**src/rtl/st7785_init_sequencer.sv**
```systemverilog
// st7785_init_sequencer
// Power-up and sleep/wake command sequencer for the ST7785 panel. It drives the
// panel hardware reset and the 3-wire 9-bit SPI command port. It runs a fixed
// command ROM, with millisecond delays, for either the init or the sleep sequence.
//
// Optional feature macro: ST7785_INVON_EN adds 21h (display inversion on) to the
// init ROM, placed just before 29h.
//
// Ports:
//   gClk        system clock
//   gRst        asynchronous active-high reset
//   start       pulse: hardware reset plus init sequence (ignored while busy)
//   sleep_req   pulse: sleep sequence (from READY; latched while init runs)
//   panel_ready panel initialised and awake; gates LCD_EN of the scanout block
//   busy        a sequence is running
//   done        one-cycle pulse when a sequence completes
//   LCD_RESETn  panel hardware reset, active low
//   LCD_CS      SPI chip select, active low
//   LCD_SCL     SPI clock, idles low
//   LCD_SDA     SPI data: D/C bit first, then D7..D0
//
// RESET_WAIT_CYC must be >= 2. The LOAD cycle before the first byte is counted
// as part of that wait.
module st7785_init_sequencer #(
  parameter int unsigned CLK_DIV        = 4,
  parameter int unsigned MS_CYC         = 24000,
  parameter int unsigned RESET_LOW_CYC  = 240,
  parameter int unsigned RESET_WAIT_CYC = 2880000
) (
  input  logic gClk,
  input  logic gRst,
  input  logic start,
  input  logic sleep_req,
  output logic panel_ready,
  output logic busy,
  output logic done,
  output logic LCD_RESETn,
  output logic LCD_CS,
  output logic LCD_SCL,
  output logic LCD_SDA
);

`ifdef ST7785_INVON_EN
  localparam logic [2:0] INIT_LEN = 3'd6;
`else
  localparam logic [2:0] INIT_LEN = 3'd5;
`endif
  localparam logic [2:0]  INIT_LAST     = INIT_LEN - 3'd1;
  localparam logic [2:0]  SLEEP_LAST    = INIT_LEN + 3'd1;
  localparam logic [23:0] RST_LOW_LAST  = 24'(RESET_LOW_CYC - 1);
  localparam logic [23:0] RST_WAIT_LAST = 24'(RESET_WAIT_CYC - 2);
  localparam logic [23:0] GAP_LAST      = 24'(CLK_DIV - 1);
  localparam logic [15:0] SCL_HIGH      = 16'(CLK_DIV);
  localparam logic [15:0] BIT_LAST      = 16'(2 * CLK_DIV - 1);
  localparam logic [19:0] TICK_LAST     = 20'(MS_CYC - 1);

  typedef enum logic [3:0] {
    StIdle, StRstLow, StRstWait, StLoad, StShift, StGap, StDelay, StReady, StAsleep
  } stateT;

  stateT       stateQ, stateD, endState;
  logic [2:0]  idxQ;        // ROM index: init entries first, then sleep entries
  logic [1:0]  parQ;        // params already sent for the current entry
  logic [23:0] cntQ;        // cycles spent in the current state
  logic [15:0] phaseQ;
  logic [3:0]  bitQ;
  logic [8:0]  shiftQ;
  logic [19:0] tickQ;
  logic [7:0]  msQ;
  logic        rstRelQ, sleepPendQ, doneQ;

  logic [7:0]  romCmd, romP0, romP1, romDly;
  logic [1:0]  romNpar;
  logic        isInit, lastEntry, moreParams, bitEnd, shiftEnd, gapEnd, delayEnd;

  // Command ROM
  always_comb begin
    romCmd  = 8'h00;
    romNpar = 2'd0;
    romP0   = 8'h00;
    romP1   = 8'h00;
    romDly  = 8'd0;
    if (idxQ == INIT_LAST) begin
      romCmd = 8'h29;
      romDly = 8'd20;
    end else if (idxQ == INIT_LEN) begin
      romCmd = 8'h28;
    end else if (idxQ == SLEEP_LAST) begin
      romCmd = 8'h10;
      romDly = 8'd5;
    end else begin
      case (idxQ)
        3'd0: begin romCmd = 8'h11; romDly = 8'd120; end
        3'd1: begin romCmd = 8'h3A; romNpar = 2'd1; romP0 = 8'h66; end
        3'd2: begin romCmd = 8'h36; romNpar = 2'd1; romP0 = 8'h00; end
        3'd3: begin romCmd = 8'hB0; romNpar = 2'd2; romP0 = 8'h11; romP1 = 8'hC0; end
`ifdef ST7785_INVON_EN
        3'd4: romCmd = 8'h21;
`endif
        default: ;
      endcase
    end
  end

  always_comb begin
    isInit     = idxQ < INIT_LEN;
    lastEntry  = (idxQ == INIT_LAST) || (idxQ == SLEEP_LAST);
    moreParams = parQ < romNpar;
    bitEnd     = phaseQ == BIT_LAST;
    shiftEnd   = bitEnd && (bitQ == 4'd8);
    gapEnd     = cntQ == GAP_LAST;
    delayEnd   = (tickQ == TICK_LAST) && (msQ == romDly - 8'd1);
    // A sleep request during init chains straight into the sleep entries.
    if (isInit && (sleepPendQ || sleep_req)) endState = StLoad;
    else if (isInit)                         endState = StReady;
    else                                     endState = StAsleep;
  end

  // State register
  always_ff @(posedge gClk or posedge gRst) begin
    if (gRst) stateQ <= StIdle;
    else      stateQ <= stateD;
  end

  // Next state
  always_comb begin
    stateD = stateQ;
    unique case (stateQ)
      StIdle, StAsleep: if (start) stateD = StRstLow;
      StReady: begin
        if (start)          stateD = StRstLow;
        else if (sleep_req) stateD = StLoad;
      end
      StRstLow:  if (cntQ == RST_LOW_LAST) stateD = StRstWait;
      StRstWait: if (cntQ == RST_WAIT_LAST) stateD = StLoad;
      StLoad:    stateD = StShift;
      StShift:   if (shiftEnd) stateD = StGap;
      StGap: begin
        if (gapEnd) begin
          if (moreParams)           stateD = StShift;
          else if (romDly != 8'd0)  stateD = StDelay;
          else if (lastEntry)       stateD = endState;
          else                      stateD = StLoad;
        end
      end
      StDelay:   if (delayEnd) stateD = lastEntry ? endState : StLoad;
      default:   stateD = StIdle;
    endcase
  end

  // Datapath
  always_ff @(posedge gClk or posedge gRst) begin
    if (gRst) begin
      idxQ       <= '0;
      parQ       <= '0;
      cntQ       <= '0;
      phaseQ     <= '0;
      bitQ       <= '0;
      shiftQ     <= '0;
      tickQ      <= '0;
      msQ        <= '0;
      rstRelQ    <= 1'b0;
      sleepPendQ <= 1'b0;
      doneQ      <= 1'b0;
    end else begin
      if (stateD != stateQ) cntQ <= '0;
      else if (cntQ != '1) cntQ <= cntQ + 24'd1;

      if (stateD == StRstLow)      rstRelQ <= 1'b0;
      else if (stateQ == StRstLow) rstRelQ <= 1'b1;

      if (stateD == StRstLow) idxQ <= '0;
      else if (stateD == StLoad && stateQ == StReady) idxQ <= INIT_LEN;
      else if (stateD == StLoad && (stateQ == StGap || stateQ == StDelay)) idxQ <= idxQ + 3'd1;

      if (stateD == StRstLow || stateD == StReady || (stateD == StLoad && idxQ == INIT_LAST))
        sleepPendQ <= 1'b0;
      else if (busy && isInit && sleep_req)
        sleepPendQ <= 1'b1;

      doneQ <= busy && (stateD == StReady || stateD == StAsleep);

      if (stateQ == StLoad) begin
        shiftQ <= {1'b0, romCmd};
        phaseQ <= '0;
        bitQ   <= '0;
        parQ   <= '0;
      end else if (stateQ == StGap && stateD == StShift) begin
        shiftQ <= {1'b1, (parQ == 2'd0) ? romP0 : romP1};
        phaseQ <= '0;
        bitQ   <= '0;
        parQ   <= parQ + 2'd1;
      end else if (stateQ == StShift) begin
        if (bitEnd) begin
          // Next bit appears at the start of the SCL-low phase
          phaseQ <= '0;
          shiftQ <= {shiftQ[7:0], 1'b0};
          if (bitQ != 4'd8) bitQ <= bitQ + 4'd1;
        end else begin
          phaseQ <= phaseQ + 16'd1;
        end
      end

      if (stateQ != StDelay) begin
        tickQ <= '0;
        msQ   <= '0;
      end else if (tickQ == TICK_LAST) begin
        tickQ <= '0;
        if (msQ != 8'hFF) msQ <= msQ + 8'd1;
      end else begin
        tickQ <= tickQ + 20'd1;
      end
    end
  end

  // Outputs
  always_comb begin
    busy        = !(stateQ inside {StIdle, StReady, StAsleep});
    // Pixels are withdrawn in the same cycle as the sleep request.
    panel_ready = (stateQ == StReady) && !sleep_req;
    done        = doneQ;
    LCD_RESETn  = rstRelQ;
    LCD_CS      = stateQ != StShift;
    LCD_SCL     = (stateQ == StShift) && (phaseQ >= SCL_HIGH);
    LCD_SDA     = shiftQ[8];
  end

endmodule

```
**config.mk**
```make
export PLATFORM = sky130hd
export DESIGN_NAME = st7785_init_sequencer
export DESIGN_NICKNAME = d
export VERILOG_FILES = /design/src/rtl/st7785_init_sequencer.sv
export SDC_FILE = /design/constraint.sdc
export NUM_CORES = 1
export LEC_CHECK = 0
export CORE_MARGIN = 5
export CORE_UTILIZATION = 30
export DETAILED_ROUTE_END_ITERATION = 16
export GPL_TIMING_DRIVEN = 0
export PLACE_DENSITY_LB_ADDON = 0.15
export SLEW_MARGIN = 20
export SYNTH_ARGS = -nofsm -noshare
export SYNTH_HDL_FRONTEND = slang
export SYNTH_SLANG_ARGS = --single-unit
```
**constraint.sdc**
```tcl
create_clock -name gClk -period 4.1 [get_ports gClk]
set_input_delay 1.025 -clock gClk [delete_from_list [all_inputs] [get_ports gClk]]
set_output_delay 1.025 -clock gClk [all_outputs]
set_load 0.01 [all_outputs]
```
Yosys cells after proc, flatten, opt, wreduce, memory -nomap -nowiden
Index checks and enable logic that the tools add are counted.
- output and inout port bits: 7
- input bits: 4
- word-level logic and storage cells: 159
- flip-flop bits (word level): 93
- magnitude comparators: 3
- reduce and logical (&&, ||, !) cells: 40
- equality and inequality tests: 32
- add/sub/neg operators: 8
- muxes and demuxes: 64
- operators by type and width (operator ; number):
    $mux W8 ; 11
    $mux W4 ; 18
    $mux W16 ; 4
    $mux W7 ; 7
    $mux W24 ; 2
    $mux W20 ; 2
    $mux W9 ; 4
    $pmux W4 S8 ; 1
    $pmux W8 S4 ; 1
    $add A24 B1 Y24 const B ; 1
    $eq A24 B2 Y1 const B ; 1
    $eq A24 B22 Y1 const B ; 1
    $eq A24 B8 Y1 const B ; 1
    $eq A4 B3 Y1 const B ; 6
    $ne A24 B24 Y1 const B ; 1
    $add A20 B1 Y20 const B ; 1
    $eq A20 B15 Y1 const B ; 1
    $add A16 B1 Y16 const B ; 1
    $eq A16 B3 Y1 const B ; 1
    $ge A16 B3 Y1 const B ; 1
    $reduce_bool A3 Y1 ; 5
    $pmux W7 S2 ; 1
    $eq A4 B2 Y1 const B ; 3
    $eq A4 B4 Y1 const B ; 3
    31 further kinds ; 69

Logic depth before layout (Yosys ltp)
Gate-level depths: netlist (run 1).
- depth after elaboration: 15
- depth in mapped cells: 16

Least setup slack after synthesis (run 1)
OpenSTA, ideal clock, no wires.
- path type: reg-to-reg
- start: register idxQ[0]
- end: register idxQ[0]
- buffers on the path: 1
- setup slack: 425 ps
- stages on the path, launching flop included: 14
- data arrival time: 3588 ps
- required time: 4013 ps
- cells stage by stage: dfrtp_1 > inv_1 > ha_1 > clkbuf_1 > nor3_1 > o21ai_0 > ha_1 > or2_2 > o22ai_1 > or3_1 > or4_1 > a211o_1 > or4_1 > a22oi_1
- longest elaborated chain between the ends: 14
- elaborated cells on any way between the ends: 41
- RTL lines (item ; RTL line ; RTL):
    start: declaration ; 62 ; logic [2:0] idxQ;
    start signal: assignment ; 174 ; else if (stateD == StLoad && (stateQ == StGap || stateQ == StDelay)) idxQ <= idxQ + 3'd1;
    $logic_not A3 Y1, or another cell as far along ; 92 ; case (idxQ)
    $mux W7 or $reduce_or A2 Y1 (tied branches) ; n/a ;
    $mux W7 or $pmux W2 S2 (tied branches) ; 88, 92 ;
    $mux W7 or $mux W2 (tied branches) ; 86, 88 ;
    $mux W7 or $mux W2 (tied branches) ; 83, 86 ;
    $sub A8 B1 Y8, or another cell as far along ; 112 ; delayEnd = (tickQ == TICK_LAST) && (msQ == romDly - 8'd1);
    $eq A8 B8 Y1, or another cell as far along ; 112 ;
    $logic_and A1 B1 Y1 or $mux W4 (tied branches) ; 112, 140 ;
    $mux W4 (on tied branches) ; 146, 139 ;
    $pmux W4 S8 * ; 128 ; unique case (stateQ)
    named net stateD[2] ; 61 ; stateT stateQ, stateD, endState;
    $eq A4 B2 Y1 ; 173, 174 ;
    $logic_and A1 B1 Y1 ; 173 ; else if (stateD == StLoad && stateQ == StReady) idxQ <= INIT_LEN;
    $mux W3 ; 173 ;
    $mux W3 ; 172 ; if (stateD == StRstLow) idxQ <= '0;
The timed path passes the listed nets; every way through them passes the cells marked *. The select of a mux whose other input is x is not followed.
A chain may end at the register's enable or synchronous reset.

Final worst setup path (run 1)
- start: register idxQ[1]
- end: register idxQ[0]
Same word-level chain as after synthesis.

==> results of run 1 <==
## worst min-delay path by stage
stage	endpoint	depth (start not counted)	slack (ns)	startpoint
2_1_floorplan	tickQ[0]	1	0.45	tickQ[0]
4_1_cts	tickQ[0]	1	0.49	tickQ[0]
6_report	tickQ[0]	1	0.49	tickQ[0]
5_1_grt	tickQ[0]	1	0.52	tickQ[0]
3_3_place_gp	tickQ[0]	1	0.47	tickQ[0]
3_5_place_dp	tickQ[0]	1	0.48	tickQ[0]
## metal layers
metal	global-route usage, %	wire [um]	vias to the layer above
li1	-	-	2166
met1	18.53	6441	2061
met2	20.15	5609	36
met3	1.730	264	11
met4	5.005	191	0
met5	0	0	-
## state kept, by name, summed over array words and instances, names as in the netlist
signal,count
done,1
sleepPendQ,1
stateQ,4
parQ,2
shiftQ,9
tickQ,20
msQ,8
idxQ,3
bitQ,4
cntQ,24
LCD_RESETn,1
phaseQ,16
## critical path, cell delays in order (launching register included)
cell	delay, ns
dfrtp_1	0.49
inv_1	0.17
ha_2	0.26
buf_2	0.24
nor3_1	0.09
o21ai_2	0.21
ha_1	0.22
or2_2	0.13
o22ai_2	0.08
or3_1	0.38
or4_1	0.42
a211o_2	0.45
or4_1	0.49
a22oi_1	0.19
## timing repair
item / in CTS / in global routing
setup buffers: 0 / 1
setup endpoints to repair: 52 / 40
pin swaps: 0 / 1
gates resized for setup: 9 / 10
cloned: 0 / 0
## metrics by stage
stage               instances  setup WS (ns)
floorplan                 615         0.4251
global placement          850        -0.9929
detailed placement        851        -0.4484
CTS                       867        0.03619
global route              866       0.009783
finish                    866         0.2112
## cells by family after synthesis
family	count (synthesis)	synth area share, %
flip-flops	93	43.64
buffers and inverters	51	3.848
adder cells (fa/ha/maj)	17	3.989
multiplexers	6	1.126
AND/OR/NAND/NOR	307	28.11
XOR/XNOR	55	9.033
AO/OA/AOI/OAI	86	10.25
## cell type report
type / instances / area [um2] / share of cell area [%]
repair buffers: 12 / 135.1 / 2.226
multi-input cells: 471 / 2838 / 46.74
clock buffers: 12 / 256.5 / 4.225
flip-flops and latches: 93 / 2327 / 38.33
plain buffers: 20 / 96.34 / 1.587
clock inverters: 4 / 22.52 / 0.3710
inverters: 29 / 113.9 / 1.876
well taps: 225 / 281.5 / 4.637
## power groups by stage
stage	combinational (mW)	clock, mW	sequential [mW]
after floorplan	0.118	0	0.980
after global placement	0.161	0	0.986
after detailed placement	0.166	0	0.987
after CTS	0.171	0.826	0.970
after global routing	0.196	0.862	0.975
final	0.171	0.797	0.970
## cell usage in the layout, fill, tap and decap left out, types with 3 or more instances in the layout
cell type,instances
nor2_1,113
dfrtp_1,93
nand2_1,50
nand3_1,38
xnor2_1,34
a21oi_1,27
inv_1,26
o21ai_0,23
xor2_1,21
nor3_1,20
ha_1,16
or3_1,15
nand4_1,14
clkbuf_1,13
clkdlybuf4s50_1,10
nor2b_1,9
clkbuf_16,9
and3_1,8
nor4_1,8
mux2i_1,6
or2_2,5
or4_1,5
buf_2,4
nor4b_1,4
o21a_1,3
and2_1,3
o21bai_1,3
and4_1,3
a22oi_1,3
a31oi_1,3
buf_4,3
clkinv_2,3
==> metrics.md, run 1 <==
| Metric | Value |
|---|---|
| Status | finished clean |
| Placer Congestion | 0.8167 |
| Core Rows | 48 |
| Reg clk slew, reported paths | 0.06 ns |
| DP Area | 5747 um2 |
| Top post-synthesis cells by area | dfrtp_1, nor2_1, xnor2_1 |
| Initial DRC count | 311 |
| Via count | 4274 |
| Die area | 20540 um2 |
| Psw | 0.4878 mW |
| Root Buffer | clkbuf_16 |
| Global-route wire length before repair | 21570 um |
| Initial antenna violation count | 0 |
| Slew @ Worst Pin | 0.8600 ns |
| Fin area | 6071 um2 |
| R2r endpoint | idxQ[0] |
| Overall Global Routing Usage | 13.00% |
| CP required | 4.36 ns |
| Max-slew violation count | 0 |
| Kind of critical path | reg -> reg |
| Die Y | 143.3 um |
| GRT overflow | 0 |
| CP Capture Type | flip-flop |
| HP Class | reg -> reg |
| Yosys top cell area share | 43.64% |
| Fmax | 0.2571 GHz |
| Reg2reg start | idxQ[1] |
| CTS hold repair buffers | 0 |
| Final net count | 657 |
| Combinational Power Share | 8.8% |
| Starting Density | 30.72% |
| Top cell type by total area after synthesis | dfrtp_1 |
| Worst setup endpoint | idxQ[0] |
| Total CTS buffers | 9 |
| Internal | 1.450 mW |
| Crit start category | flip-flop |
| Netlist cell types | 53 |
| Max_slew headroom | 42.23% |
| Detailed placement HPWL | 8749 um |
| Synth Area per Inst | 8.671 um2 |
| DRC errors left | 0 |
| PD cells | 319.3 nW/um2 |
| Vias in the first global route | 4307 |
| Pwr Total | 1.938 mW |
| Syn. warnings | 0 |
| Setup TNS | 0 ns |
| Syn Nets | 636 |
| Sink Count | 93 |
| Ys flop type | dfrtp_1 |
| Depth of the CTS H-tree | 3 |
| VDD IR max | 0.1970 mV |
| Fin util | 34.98% |
| Core ar. | 17360 um2 |
| Critical Path AT | 4.15 ns |
| Drt pass-1 iters | 4 |
| Routed WL | 12510 um |
| Sequential cell area fraction in the yosys report | 43.64% |
| Final ANT Viol Nets | 0 |
| WHS | 0.4864 ns |
| Async SR Flop Fraction | 100.0% |
| Flop pwr share | 50.1% |
| Vias/cell | 4.935 |
| Pleak | 2.461 nW |
| Seq cells post-synth | 93 |
| Sw frac | 25.17% |
| Die Wd | 143.3 um |
| Reg2Reg Depth | 13 |
| Largest fanout on the critical path | 10 |
| CP Launch Point | idxQ[1] |
| Largest net degree at the start of global routing | 68 |
| Post-layout min period | 3.889 ns |
| Register-to-register setup slack | 0.21 ns |
| Share of cells above drive strength 1 | 7.176% |
| RSZ-0062 raised after global routing | false |
| Max-cap violations | 0 |
| Average wire per cell in the routed design | 14.44 um |
| Synth top cells by count | nor2_1, dfrtp_1, nand2_1, nand3_1, xnor2_1 |
| EDFF count, synth | 0 |
| Clk pwr share | 41.1% |
| IO buf count | 10 |
| Deepest clock path buffer count | 2 |
| Final Hold Viols | 0 |
| Clock skew | 0.01065 ns |
| Crit share post-route | 94.85% |
| Final count of negative-setup-slack endpoints | 0 |
| CTS tree | yes |
| Cells after synthesis | 615 |
| Top-count cell post-synth | nor2_1 |
| Synth Cell Area | 5333 um2 |
| Latest clock arrival within the worst-skew pair | 0.35 ns |
| Filler cells | 1764 |
| Top Ports | 11 |
| Synthesis-to-finish area growth | 13.84% |
| Antenna cells | 0 |
No activity file was read; power rests on OpenSTA's default activity.
==> inputs of run 2 (changes only) <==
--- a/config.mk
+++ b/config.mk
@@ -5,11 +5,10 @@
 export SDC_FILE = /design/constraint.sdc
 export NUM_CORES = 1
 export LEC_CHECK = 0
-export CORE_MARGIN = 5
-export CORE_UTILIZATION = 30
+export CORE_UTILIZATION = 50
 export DETAILED_ROUTE_END_ITERATION = 16
 export GPL_TIMING_DRIVEN = 0
-export PLACE_DENSITY_LB_ADDON = 0.15
+export PLACE_DENSITY = 0.67
 export SLEW_MARGIN = 20
 export SYNTH_ARGS = -nofsm -noshare
 export SYNTH_HDL_FRONTEND = slang
==> metrics.md, run 2 (same netlist as run 1, synthesis figures left out) <==
| Metric | Value |
|---|---|
| Status | finished clean |
| Max reg flops | 24 (unchanged) |
| Final worst setup slack | 0.2448 ns (+0.03359 ns) |
| Reg clk slew, reported paths | 0.09 ns (+0.03 ns) |
| Die Wd | 105.3 um (-27%) |
| Vias/cell | 5.598 (+13%) |
| Hold-critical path depth | 1 (unchanged) |
| Vias in the first global route | 4264 (-1.0%) |
| Sink Count | 93 (unchanged) |
| Antenna cells | 0 (unchanged) |
| Drt pass-1 iters | 4 (unchanged) |
| Max_slew headroom | 43.55% (+1.3 points) |
| Largest net degree at the start of global routing | 68 (unchanged) |
| GRT overflow | 0 (unchanged) |
| Fin util | 57.25% (+22 points) |
| Initial antenna violation count | 0 (unchanged) |
| Final Hold Viols | 0 (unchanged) |
| R2r endpoint | cntQ[14] |
| Pleak | 2.435 nW (-1.1%) |
| Root Buffer | clkbuf_8 |
| DRC errors left | 0 (unchanged) |
| Final net count | 658 (+0.15%) |
| Fin area | 5911 um2 (-2.6%) |
| Core ar. | 10320 um2 (-41%) |
| Post-layout min period | 3.855 ns (-0.03359 ns) |
| Total CTS buffers | 9 (unchanged) |
| Clock skew | 0.01285 ns (+0.002196 ns) |
| Register-to-register setup slack | 0.24 ns (+0.03 ns) |
| Crit share post-route | 94.03% (-0.82 points) |
| Reg2Reg Depth | 14 (+1) |
| Largest fanout on the critical path | 10 (unchanged) |
| Depth of the CTS H-tree | 3 (unchanged) |
| Average wire per cell in the routed design | 14.41 um (-0.21%) |
| Global-route wire length before repair | 19800 um (-8.2%) |
| Final ANT Viol Nets | 0 (unchanged) |
| PD cells | 310.6 nW/um2 (-2.7%) |
| Pwr Total | 1.836 mW (-5.3%) |
| Met2 Resource Use GR | 34.35% (+14 points) |
| Via count | 4355 (+1.9%) |
| Reg with most FFs | cntQ |
| Max-slew violation count | 0 (unchanged) |
| Fmax | 0.2594 GHz (+0.87%) |
| Core Rows | 37 (-23%) |
| CP Capture Type | flip-flop |
| Die area | 11080 um2 (-46%) |
| CTS tree | yes |
| Top Usage Layer GRT | met2 |
| Hold endpoint | tickQ[0] |
| Starting Density | 51.65% (+21 points) |
| Final count of negative-setup-slack endpoints | 0 (unchanged) |
| Max-cap violations | 0 (unchanged) |
| Slew @ Worst Pin | 0.8402 ns (-0.01971 ns) |
| Commonest non-fill, non-tap cell in the layout | nor2_1 |
| GR Layer Usage met3 | 3.401% (+1.7 points) |
| Crit start category | flip-flop |
| Initial DRC count | 255 (-18%) |
| CP required | 4.36 ns (about the same) |
| Hold Crit Start | tickQ[0] |
| Reg2reg start | idxQ[1] |
| Met1 usage | 31.07% (+13 points) |
| IO buf count | 10 (unchanged) |
| Latest clock arrival within the worst-skew pair | 0.37 ns (+0.02 ns) |
| Commonest cells after routing, fill and taps aside | nor2_1, dfrtp_1, nand2_1 |
| Kind of critical path | reg -> reg |
| Post-place setup slack | -0.6290 ns (-0.1806 ns) |
| Share of cells above drive strength 1 | 7.321% (+0.14 points) |
| CTS hold repair buffers | 0 (unchanged) |
| Deepest clock path buffer count | 2 (unchanged) |
| HP Class | reg -> reg |
| Critical Path AT | 4.12 ns (-0.03 ns) |
| VDD IR max | 0.2956 mV (+50%) |
| Synthesis-to-finish area growth | 10.84% |
| Top Ports | 11 (unchanged) |
| Overall Global Routing Usage | 22.42% (+9.4 points) |
| DP Area | 5635 um2 (-1.9%) |
| Largest registers | cntQ (24), tickQ (20), phaseQ (16) |
| Detailed placement HPWL | 7952 um (-9.1%) |
| Placer Congestion | 0.8785 (+7.6%) |
| Routed WL | 11210 um (-10%) |
| Die Y | 105.3 um (-27%) |
## run 2: repair_timing
| item | CTS | global route |
|---|---|---|
| gates resized for setup | 9 | 8 |
| buffers inserted | 0 | 1 |
| pin swaps | 0 | 1 |
| endpoints found under the setup margin | 55 | 36 |
## run 2: how the worst max path moves through the flow
stage / startpoint / endpoint / slack [ns] / cells after the start
finish: idxQ[1] / cntQ[14] / 0.24 / 14
global route: idxQ[1] / idxQ[0] / -0.002 / 13
CTS: idxQ[0] / cntQ[14] / 0.06 / 14
detailed placement: idxQ[0] / phaseQ[8] / -0.63 / 13
global placement: gRst / shiftQ[0] / -0.81 / 2
floorplan: idxQ[0] / idxQ[0] / 0.43 / 13
## run 2: area by class of cell
class / instances / area, um2
Fill cell: 933 / 4413
Tap cell: 136 / 170.2
Sequential cell: 93 / 2330
Clock buffer: 12 / 155.1
Buffer: 21 / 98.84
Multi-Input combinational cell: 471 / 2838
Clock inverter: 4 / 70.07
Timing Repair Buffer: 12 / 135.1
Inverter: 29 / 113.9
## run 2: per-layer routing
metal  share of wire [%]  vias to the layer above
met5                   0                        -
met4                 2.2                        0
met3                 2.8                       17
met2                  45                       74
met1                  50                     2092
li1                    -                     2172
## run 2: through the flow
stage / cells / hold WS (ns) / TNS [ns]
floorplan: 615 / 0.4474 / 0
global placement: 761 / 0.4708 / -90.17
detailed placement: 762 / 0.4782 / -19.36
CTS: 777 / 0.4906 / 0
global route: 778 / 0.5289 / -0.002194
finish: 778 / 0.4852 / 0
## run 2: where the power goes
group | total (mW) | internal (mW) | switching [mW] | leakage (nW)
Sequential | 0.970 | 0.939 | 0.0308 | 1.29
Combinational | 0.169 | 0.0670 | 0.102 | 1.03
Clock | 0.696 | 0.375 | 0.321 | 0.116
## run 2: worst max-delay path, stage by stage, from the launching register on
cell and delay, ns:
dfrtp_2 0.47, inv_1 0.13, ha_1 0.15, clkbuf_1 0.31, nor3_1 0.13, o21ai_2 0.21
ha_1 0.21, or2_2 0.12, o22ai_2 0.09, or3_1 0.39, or4_1 0.41, a211o_2 0.44
o221ai_4 0.30, buf_2 0.29, nor2_1 0.08
==> inputs of run 3 (changes only) <==
--- a/config.mk
+++ b/config.mk
@@ -5,10 +5,10 @@
 export SDC_FILE = /design/constraint.sdc
 export NUM_CORES = 1
 export LEC_CHECK = 0
-export CORE_UTILIZATION = 50
+export CORE_UTILIZATION = 35
 export DETAILED_ROUTE_END_ITERATION = 16
 export GPL_TIMING_DRIVEN = 0
-export PLACE_DENSITY = 0.67
+export PLACE_DENSITY = 0.51
 export SLEW_MARGIN = 20
 export SYNTH_ARGS = -nofsm -noshare
 export SYNTH_HDL_FRONTEND = slang
==> metrics.md, run 3 (same netlist as run 1, synthesis figures left out) <==
| Metric | Value |
|---|---|
| HP Class | reg -> reg |
| Slew @ Worst Pin | 0.9486 ns (+0.1083 ns) |
| Post-layout min period | 3.928 ns (+0.07241 ns) |
| Reg clk slew, reported paths | 0.06 ns (-0.03 ns) |
| Top Ports | 11 (unchanged) |
| Status | finished clean |
| Initial antenna violation count | 0 (unchanged) |
| Latest clock arrival within the worst-skew pair | 0.35 ns (-0.02 ns) |
| Reg with most FFs | cntQ |
| Total CTS buffers | 9 (unchanged) |
| Largest registers | cntQ (24), tickQ (20), phaseQ (16) |
| Share of cells above drive strength 1 | 6.854% (-0.47 points) |
| CTS hold repair buffers | 0 (unchanged) |
| GRT overflow | 0 (unchanged) |
| R2r endpoint | idxQ[0] |
| Deepest clock path buffer count | 2 (unchanged) |
| Depth of the CTS H-tree | 3 (unchanged) |
| Final worst setup slack | 0.1724 ns (-0.07241 ns) |
| Initial DRC count | 216 (-15%) |
| Final net count | 660 (+0.30%) |
| Post-place setup slack | -0.4953 ns (+0.1337 ns) |
| Max_slew headroom | 36.28% (-7.3 points) |
| Global-route wire length before repair | 20290 um (+2.4%) |
| CTS tree | yes |
| Antenna cells | 0 (unchanged) |
| Vias/cell | 5.237 (-6.4%) |
| Hold-critical path depth | 1 (unchanged) |
| Commonest cells after routing, fill and taps aside | nor2_1, dfrtp_1, nand2_1 |
| Pwr Total | 2.015 mW (+9.8%) |
| Clock skew | 0.005464 ns (-0.007385 ns) |
| Root Buffer | clkbuf_16 |
| Critical Path AT | 4.19 ns (+0.07 ns) |
| Register-to-register setup slack | 0.17 ns (-0.07 ns) |
| VDD IR max | 0.1680 mV (-43%) |
| Overall Global Routing Usage | 15.92% (-6.5 points) |
| Hold endpoint | tickQ[0] |
| Core ar. | 14700 um2 (+42%) |
| Kind of critical path | reg -> reg |
| Max-slew violation count | 0 (unchanged) |
| Core Rows | 44 (+19%) |
| Die Wd | 125.4 um (+19%) |
| DRC errors left | 0 (unchanged) |
| Detailed placement HPWL | 8330 um (+4.7%) |
| Starting Density | 36.28% (-15 points) |
| Crit share post-route | 95.80% (+1.8 points) |
| Fin util | 41.21% (-16 points) |
| Final ANT Viol Nets | 0 (unchanged) |
| Final count of negative-setup-slack endpoints | 0 (unchanged) |
| Sink Count | 93 (unchanged) |
| IO buf count | 10 (unchanged) |
| Max-cap violations | 0 (unchanged) |
| CP required | 4.36 ns (about the same) |
| Largest fanout on the critical path | 10 (unchanged) |
| PD cells | 332.7 nW/um2 (+7.1%) |
| Hold Crit Start | tickQ[0] |
| Placer Congestion | 0.8038 (-8.5%) |
| Routed WL | 11820 um (+5.4%) |
| Fmax | 0.2546 GHz (-1.8%) |
| Synthesis-to-finish area growth | 13.59% |
| Largest net degree at the start of global routing | 51 (-25%) |
| Drt pass-1 iters | 6 (+2) |
| Vias in the first global route | 4123 (-3.3%) |
| Via count | 4326 (-0.67%) |
| CP Capture Type | flip-flop |
| Max reg flops | 24 (unchanged) |
| Average wire per cell in the routed design | 14.31 um (-0.68%) |
| Reg2Reg Depth | 13 (-1) |
| Die Y | 125.4 um (+19%) |
| Reg2reg start | idxQ[1] |
| Commonest non-fill, non-tap cell in the layout | nor2_1 |
| Pleak | 2.475 nW (+1.7%) |
| Die area | 15730 um2 (+42%) |
| Final Hold Viols | 0 (unchanged) |
| Crit start category | flip-flop |
==> run 3: cell count changes in the layout (fill, tap and decap cells not counted), sizes merged <==
cell	change
clkinvlp	+1
clkbuf	-1
==> run 3: layout make-up <==
type                    instances  area [um2]
fillers                      1458        8642
repair buffers                 14       150.1
well taps                     184       230.2
multi-input cells             471        2831
flip-flops and latches         93        2327
plain buffers                  21       101.3
inverters                      29       113.9
clock buffers                   9       225.2
clock inverters                 5       77.57
==> run 3: critical path: stages (launching register included) <==
cell and delay [ns]:
dfrtp_1 0.47, inv_1 0.15, ha_2 0.27, clkbuf_4 0.22, nor3_1 0.07, o21ai_2 0.25
ha_1 0.23, or2_2 0.13, o22ai_2 0.09, or3_1 0.40, or4_1 0.43, a211o_2 0.44
or4_1 0.49, a22oi_1 0.19
==> run 3: repair_timing <==
item                       in CTS  in global routing
pin swaps                       0                  2
gates resized for setup         8                  7
setup endpoints to repair      47                 36
gates cloned                    0                  0
buffers inserted                0                  3
==> run 3: where the power goes <==
| group | switching, mW | internal [mW] | total, mW | leakage (nW) |
|---|---|---|---|---|
| logic | 0.102 | 0.0675 | 0.169 | 1.04 |
| registers | 0.0307 | 0.940 | 0.971 | 1.29 |
| clock network | 0.350 | 0.525 | 0.875 | 0.147 |
| total | 0.482 | 1.53 | 2.02 | 2.48 |
==> run 3: per-layer routing <==
layer,track usage (%),wire [um],vias to the layer above
met3,2.525,326,16
met4,6.600,212,0
met1,22.59,6014,2083
li1,-,-,2175
met2,24.05,5269,52
met5,0,0,-
==> run 3: how the worst max path moves through the flow <==
stage | start | endpoint | slack [ns] | cells after the start
after global routing | idxQ[1] | idxQ[0] | -0.008 | 13
after CTS | idxQ[0] | cntQ[10] | 0.03 | 14
after floorplan | idxQ[0] | idxQ[0] | 0.43 | 13
after global placement | gRst | msQ[3] | -0.92 | 2
after detailed placement | idxQ[0] | cntQ[16] | -0.50 | 14
final | idxQ[1] | idxQ[0] | 0.17 | 13
==> run 3: metrics by stage <==
step                      instances   TNS [ns]  instance area (um2)  hold slack, ns
after global routing            826  -0.007800                 6057          0.5137
after CTS                       824          0                 6023          0.4865
after floorplan                 615          0                 5333          0.4474
after global placement          809    -100.86                 5663          0.4727
after detailed placement        810     -15.86                 5695          0.4779
final                           826          0                 6057          0.4885
